$ cat config.mk
export PLATFORM = sky130hd
export DESIGN_NAME = pix_stream_proc
export DESIGN_NICKNAME = d
export VERILOG_FILES = /design/src/rtl/pix_stream_proc.sv
export SDC_FILE = /design/constraint.sdc
export NUM_CORES = 1
export LEC_CHECK = 0
export ABC_CLOCK_PERIOD_IN_PS = 6500
export CAP_MARGIN = 20
export CORE_MARGIN = 2
export CORE_UTILIZATION = 58
export DETAILED_ROUTE_END_ITERATION = 12
export GPL_TIMING_DRIVEN = 0
export PLACE_DENSITY_LB_ADDON = 0.12
export SYNTH_ARGS = -nofsm -noshare
export SYNTH_HDL_FRONTEND = slang
export SYNTH_SLANG_ARGS = --single-unit
$ cat constraint.sdc
create_clock -name clk -period 6.5 [get_ports clk]
set_input_delay 1.95 -clock clk [delete_from_list [all_inputs] [get_ports clk]]
set_output_delay 1.95 -clock clk [all_outputs]
set_load 0.03 [all_outputs]
$ cat src/rtl/pix_stream_proc.sv
// pix_stream_proc: raster-order streaming pixel processor.
// A command arms one frame and selects the operation (pass, invert, gray, threshold).
// Pixels flow through a single output register that carries coordinates and frame markers.
module pix_stream_proc #(
    parameter int IMG_W = 320,
    parameter int IMG_H = 320,
    parameter int CW    = 8,
    parameter int NCH   = 3,
    parameter int XW    = 9
) (
    input  logic                clk,
    input  logic                rst_n,
    input  logic                cmd_valid,
    output logic                cmd_ready,
    input  logic [1:0]          cmd_mode,
    input  logic [CW-1:0]       cmd_arg,
    input  logic                s_valid,
    output logic                s_ready,
    input  logic [NCH*CW-1:0]   s_data,
    output logic                m_valid,
    input  logic                m_ready,
    output logic [NCH*CW-1:0]   m_data,
    output logic [XW-1:0]       m_x,
    output logic [XW-1:0]       m_y,
    output logic                m_sof,
    output logic                m_eof,
    output logic                busy,
    output logic                frame_done,
    output logic                err
);

    localparam int DW = NCH * CW;
    localparam int SW = CW + $clog2(NCH + 1);

    localparam logic [1:0] MODE_PASS   = 2'd0;
    localparam logic [1:0] MODE_INVERT = 2'd1;
    localparam logic [1:0] MODE_GRAY   = 2'd2;
    localparam logic [1:0] MODE_THRESH = 2'd3;

    localparam logic [XW-1:0] X_LAST = XW'(IMG_W - 1);
    localparam logic [XW-1:0] Y_LAST = XW'(IMG_H - 1);

    typedef enum logic [1:0] {
        ST_IDLE  = 2'd0,
        ST_RUN   = 2'd1,
        ST_DRAIN = 2'd2
    } state_t;

    state_t              state_r;
    state_t              state_nxt_s;
    logic [1:0]          mode_r;
    logic [CW-1:0]       arg_r;
    logic [XW-1:0]       x_r;
    logic [XW-1:0]       y_r;
    logic                m_valid_r;
    logic [DW-1:0]       m_data_r;
    logic [XW-1:0]       m_x_r;
    logic [XW-1:0]       m_y_r;
    logic                m_sof_r;
    logic                m_eof_r;
    logic                frame_done_r;
    logic                err_r;
    logic                in_fire_s;
    logic                out_fire_s;
    logic                last_in_s;
    logic [DW-1:0]       proc_s;

    // Per-pixel operator. Inversion per channel (MAX-c) is a plain bitwise NOT.
    // Gray is the floor of the channel mean; the sum is wide enough never to overflow.
    function automatic logic [DW-1:0] apply_op(input logic [1:0]    mode,
                                               input logic [CW-1:0] arg,
                                               input logic [DW-1:0] pix);
        logic [SW-1:0] sum;
        logic [CW-1:0] g;
        logic [DW-1:0] res;
        sum = '0;
        for (int c = 0; c < NCH; c++) begin
            sum = sum + SW'(pix[c*CW +: CW]);
        end
        g   = CW'(sum / SW'(NCH));
        res = '0;
        case (mode)
            MODE_PASS:   res = pix;
            MODE_INVERT: res = ~pix;
            MODE_GRAY:   res = {NCH{g}};
            MODE_THRESH: res = (g >= arg) ? {DW{1'b1}} : {DW{1'b0}};
            default:     res = pix;
        endcase
        return res;
    endfunction

    assign in_fire_s  = s_valid && s_ready;
    assign out_fire_s = m_valid_r && m_ready;
    assign last_in_s  = (x_r == X_LAST) && (y_r == Y_LAST);
    assign proc_s     = apply_op(mode_r, arg_r, s_data);

    assign m_valid    = m_valid_r;
    assign m_data     = m_data_r;
    assign m_x        = m_x_r;
    assign m_y        = m_y_r;
    assign m_sof      = m_sof_r;
    assign m_eof      = m_eof_r;
    assign frame_done = frame_done_r;
    assign err        = err_r;

    // Frame state register.
    always_ff @(posedge clk or negedge rst_n) begin
        if (!rst_n) begin
            state_r <= ST_IDLE;
        end else begin
            state_r <= state_nxt_s;
        end
    end

    // Frame sequencing: arm on command, drain after the last pixel enters, idle once it leaves.
    always_comb begin
        state_nxt_s = state_r;
        case (state_r)
            ST_IDLE: begin
                if (cmd_valid) state_nxt_s = ST_RUN;
                else           state_nxt_s = ST_IDLE;
            end
            ST_RUN: begin
                if (in_fire_s && last_in_s) state_nxt_s = ST_DRAIN;
                else                        state_nxt_s = ST_RUN;
            end
            ST_DRAIN: begin
                if (out_fire_s) state_nxt_s = ST_IDLE;
                else            state_nxt_s = ST_DRAIN;
            end
            default: state_nxt_s = ST_IDLE;
        endcase
    end

    // Handshake and status decode; input is taken only when the output register can make room.
    always_comb begin
        cmd_ready = 1'b0;
        s_ready   = 1'b0;
        busy      = 1'b0;
        case (state_r)
            ST_IDLE: begin
                cmd_ready = 1'b1;
            end
            ST_RUN: begin
                s_ready = !m_valid_r || m_ready;
                busy    = 1'b1;
            end
            ST_DRAIN: begin
                busy = 1'b1;
            end
            default: begin
                cmd_ready = 1'b0;
            end
        endcase
    end

    // Command latch and raster counters; counters move only on accepted input pixels.
    always_ff @(posedge clk or negedge rst_n) begin
        if (!rst_n) begin
            mode_r <= 2'd0;
            arg_r  <= '0;
            x_r    <= '0;
            y_r    <= '0;
        end else if ((state_r == ST_IDLE) && cmd_valid) begin
            mode_r <= cmd_mode;
            arg_r  <= cmd_arg;
            x_r    <= '0;
            y_r    <= '0;
        end else if (in_fire_s) begin
            if (x_r == X_LAST) begin
                x_r <= '0;
                y_r <= (y_r == Y_LAST) ? '0 : (y_r + XW'(1));
            end else begin
                x_r <= x_r + XW'(1);
            end
        end
    end

    // Sticky protocol error: set by a command offered while busy, cleared by an accepted one.
    always_ff @(posedge clk or negedge rst_n) begin
        if (!rst_n) begin
            err_r <= 1'b0;
        end else if (cmd_valid) begin
            err_r <= (state_r != ST_IDLE);
        end else begin
            err_r <= err_r;
        end
    end

    // Single output stage; contents are frozen while the consumer stalls.
    always_ff @(posedge clk or negedge rst_n) begin
        if (!rst_n) begin
            m_valid_r <= 1'b0;
            m_data_r  <= '0;
            m_x_r     <= '0;
            m_y_r     <= '0;
            m_sof_r   <= 1'b1;
            m_eof_r   <= 1'b0;
        end else if (in_fire_s) begin
            m_valid_r <= 1'b1;
            m_data_r  <= proc_s;
            m_x_r     <= x_r;
            m_y_r     <= y_r;
            m_sof_r   <= (x_r == '0) && (y_r == '0);
            m_eof_r   <= last_in_s;
        end else if (out_fire_s) begin
            m_valid_r <= 1'b0;
        end
    end

    // One-cycle completion pulse following the transfer of the end-of-frame pixel.
    always_ff @(posedge clk or negedge rst_n) begin
        if (!rst_n) begin
            frame_done_r <= 1'b0;
        end else begin
            frame_done_r <= (state_r == ST_DRAIN) && out_fire_s;
        end
    end

endmodule

==> results of run 1 <==
## repair_timing
action,CTS,global route
pin swaps,56,12
resized for setup,165,25
setup endpoints to repair,24,24
buffers inserted,39,14
gates cloned,0,0
## worst register-to-register path, stage by stage, from the launching register on
cell and delay [ns]:
dfrtp_1 0.42, ha_1 0.31, nand2b_4 0.14, a21o_1 0.15, a21o_1 0.15, a21o_1 0.20
a21o_1 0.16, a21o_1 0.15, a21o_1 0.18, a21oi_2 0.17, o21ai_2 0.08, and2_4 0.15
o21a_1 0.13, a221o_1 0.31
## cells by family (layout without fill, tap and decap cells)
group	after synthesis	count (layout)	synth area share
buf+inv	60	218	0.0464
flops	77	77	0.367
xor+xnor	19	19	0.0359
compound gates	149	149	0.193
simple gates	261	261	0.228
mux	20	20	0.0390
fa+ha+maj	33	33	0.0914
## cells in the mapped netlist, drive strengths merged (4+ instances only)
cell	n	area share
xnor2	11	0.020
fa	9	0.034
inv	33	0.024
mux2	4	0.0086
o21a	9	0.013
clkbuf	19	0.014
mux2i	16	0.030
nand4	6	0.0071
nor2	53	0.038
o211ai	7	0.011
o21ai	55	0.053
nand3	15	0.014
buf	8	0.0093
nand2	118	0.085
xor2	8	0.016
a211oi	6	0.010
a21o	11	0.016
nor2b	4	0.0048
nor3	26	0.027
a21oi	27	0.028
ha	24	0.057
and2	5	0.0059
nand2b	6	0.0071
nor4	4	0.0059
dfrtp	76	0.36
and3	10	0.012
## worst max-delay path by stage
| stage | endpoint | cells past startpoint | slack [ns] | startpoint |
|---|---|---|---|---|
| after floorplan | m_data[1]$_DFFE_PN0P_ | 35 | -1.84 | s_data[17] |
| after global placement | m_data[9]$_DFFE_PN0P_ | 34 | -3.20 | s_data[17] |
| after detailed placement | m_data[1]$_DFFE_PN0P_ | 34 | -3.35 | s_data[17] |
| after CTS | m_data[5]$_DFFE_PN0P_ | 35 | -1.82 | s_data[21] |
| after global routing | m_data[3]$_DFFE_PN0P_ | 42 | -2.47 | s_data[1] |
| final | m_data[9]$_DFFE_PN0P_ | 41 | -2.27 | s_data[17] |
## power groups by stage
stage          clock network, mW  logic [mW]  registers [mW]
5_1_grt                    0.476        2.40           0.716
4_1_cts                    0.452        1.99           0.701
3_5_place_dp                   0        1.62           0.709
2_1_floorplan                  0       0.968           0.871
6_report                   0.457        2.29           0.704
3_3_place_gp                   0        1.58           0.705
## routing by layer
metal	track usage	routed length, µm
met3	0.0429	1190
met5	0	0
met2	0.610	9220
met1	0.396	6560
met4	0.121	794
## registers in the layout, indices dropped and copies added, names as in the netlist
| name | cells |
|---|---|
| m_eof | 1 |
| m_data | 24 |
| y_r | 9 |
| m_x | 9 |
| arg_r | 8 |
| mode_r | 2 |
| frame_done | 1 |
| state_r | 2 |
| m_sof | 1 |
| m_valid | 1 |
| x_r | 9 |
| err | 1 |
| m_y | 9 |
## cell type report
class                      count  area share
tap                          108      0.0181
multi-input combinational    482       0.483
inverter                      33      0.0179
sequential                    77       0.258
buffer                        27      0.0186
timing repair buffer         142       0.171
clock inverter                 5      0.0144
clock buffer                  11      0.0189
## placed cells by master (no fill, tap or decap), types with 5 or more instances in the layout
master | synthesis | layout
nand2_1 | 117 | 116
dfrtp_1 | 76 | 76
clkdlybuf4s50_1 | 0 | 63
nor2_1 | 52 | 48
buf_4 | 3 | 45
o21ai_0 | 49 | 29
a21oi_1 | 26 | 22
inv_1 | 33 | 22
clkbuf_1 | 19 | 20
o21ai_1 | 5 | 18
nor3_1 | 25 | 17
ha_1 | 24 | 17
buf_6 | 1 | 15
nand3_1 | 15 | 15
mux2i_1 | 16 | 15
buf_2 | 0 | 15
a21o_1 | 11 | 11
clkbuf_8 | 0 | 10
inv_2 | 0 | 9
and3_1 | 10 | 9
xnor2_1 | 10 | 8
nor3_4 | 1 | 8
o21a_1 | 9 | 7
ha_4 | 0 | 7
nand4_1 | 6 | 6
o21ai_2 | 1 | 6
o211ai_1 | 6 | 6
xor2_1 | 6 | 5
fa_2 | 0 | 5
## metrics by stage
| step | std cells | hold WS (ns) |
|---|---|---|
| global placement | 815 | 0.460 |
| global route | 885 | 0.517 |
| CTS | 871 | 0.489 |
| floorplan | 619 | 0.449 |
| detailed placement | 816 | 0.463 |
| finish | 885 | 0.487 |
==> results.toml, run 1 <==
[pwr]
switching_share = 0.455
p_total_mw = 3.45
power.leakage_nw = 3.36
clkPwrFrac = 0.132
p_per_area_nw_per_um2 = 462
vdd_drop_max_mv = 0.230
p_int_mw = 1.88
pwr-share-seq = 0.204
p_sw_mw = 1.57
pwr-share-comb = 0.664

[drt]
wl_per_cell_um = 20.1
drtPass1Iterations = 6
drcViolationCount = 0
finalWirelength_mm = 17.8
viasPerCell = 6.19
num_vias = 5480
first_iter_violations = 404
ant_nets = 0

[setup_path]
worst_path_largest_cell_delay_ns = 0.43
reg2reg_to = "m_data[9]$_DFFE_PN0P_"
worstReg2RegStart = "arg_r[0]$_DFFE_PN0P_"
end_kind = "register"
crit_slowest_cell = "fa_2"
r2r_slack_ns = 3.68
path_buf_inv = 10
critPathTopFamily = "compound AO/OA/AOI/OAI gates"
critical_path.max_fanout = 5
crit_arrival_ns = 9.02
crit_top_cell = "a21o_1"
crit_required_ns = 6.75
reg2regPathDepth = 13
startpoint_type = "primary input"
critPathKind = "in -> reg"

[floorplan]
dieArea_um2 = 9840
chipWidth_um = 99.2
start_util = 0.600
num_rows = 34
die_h_um = 99.2
core_um2 = 8760
io_pins = 89

[worst_hold_path]
hold_end = "m_x[3]$_DFFE_PN0P_"
hp-class = "reg -> reg"
worstHoldStart = "m_x[3]$_DFFE_PN0P_"
hold_depth = 2

[logic_synthesis]
async_reset_ff_frac = 1.00
synth.distinct_cells = 71
syn_avg_cell_area_um2 = 8.50
ys_warn_count = 0
synth_seq_cells = 77
syn-num-nets = 691
syn_area_um2 = 5260
synth_flop_cell = "dfrtp_1"
synth_edf_count = 0
netlist_instances = 619
ys_seq_area_frac = 0.367

[grt]
grt_pass1_vias = 5358
track_usage = 0.331
grt_overflow = 0
antenna_found_initial = 0
grt_first_pass_wirelength_mm = 26.2
grt_start_max_net_pins = 49

[sta]
slew_headroom = 0.322
slew_viol_final = 0
timing_worst_slew_pin_value_ns = 1.01
max_freq_mhz = 114
setup_ws_ns = -2.27
finalSetupViolCount = 24
rsz0062_at_grt = "yes"
final.min_clock_period_ns = 8.77
tns_ns = -53.06
finalClockSkew_ns = 0.0155
fin_crit_sh = 1.35
hold_viol_final = 0

[place]
dp_slack_ns = -3.35
gp_congestion = 0.883
hpwlAfterDp_mm = 11.0
port_buffers = 88
place_area_um2 = 6430

[finish]
n_fill_cell = 465
finalNetCount = 844
drive_above_1_share = 0.248
register_area_um2 = 1930
area_growth_pct = 42.0
num_antenna_cells = 0
multi_input_area_um2 = 3610
fin_area_um2 = 7470
post-route-util = 0.852

[run]
maxCapViolCount = 0

[clocking]
cts-buffers-inserted = 9
clkTransAtPathRegs_ns = 0.09
insertion_delay_ns = 0.36
clk_path_buf_depth = 2
tritoncts = "built"
postCtsHoldBufs = 0
clock-sinks = 77
clk_root_buffer_cell = "clkbuf_8"
cts_max_level = 3

[run_status]
violations = "negative setup slack"
run_status = "finished, violations left"
(Power assumes the default switching activity.)
==> inputs of run 2 (changes only) <==
--- a/constraint.sdc
+++ b/constraint.sdc
@@ -3,2 +3,2 @@
 set_output_delay 1.95 -clock clk [all_outputs]
-set_load 0.03 [all_outputs]
+set_load 0.1 [all_outputs]
==> results of run 2 <==
The final DEF is identical to that of run 1. Status: finished, violations left: negative setup slack.
Main changes from that run: total power 3.45 mW -> 3.96 mW; worst IR drop on VDD 0.230 mV -> 0.290 mV
==> inputs of run 3 (changes only) <==
Settings changed: ABC_AREA from default to 0.
==> results of run 3 <==
The final DEF is identical to that of run 1. Status: finished, violations left: negative setup slack.
Main changes from that run: total power 3.45 mW -> 3.96 mW; worst IR drop on VDD 0.230 mV -> 0.290 mV
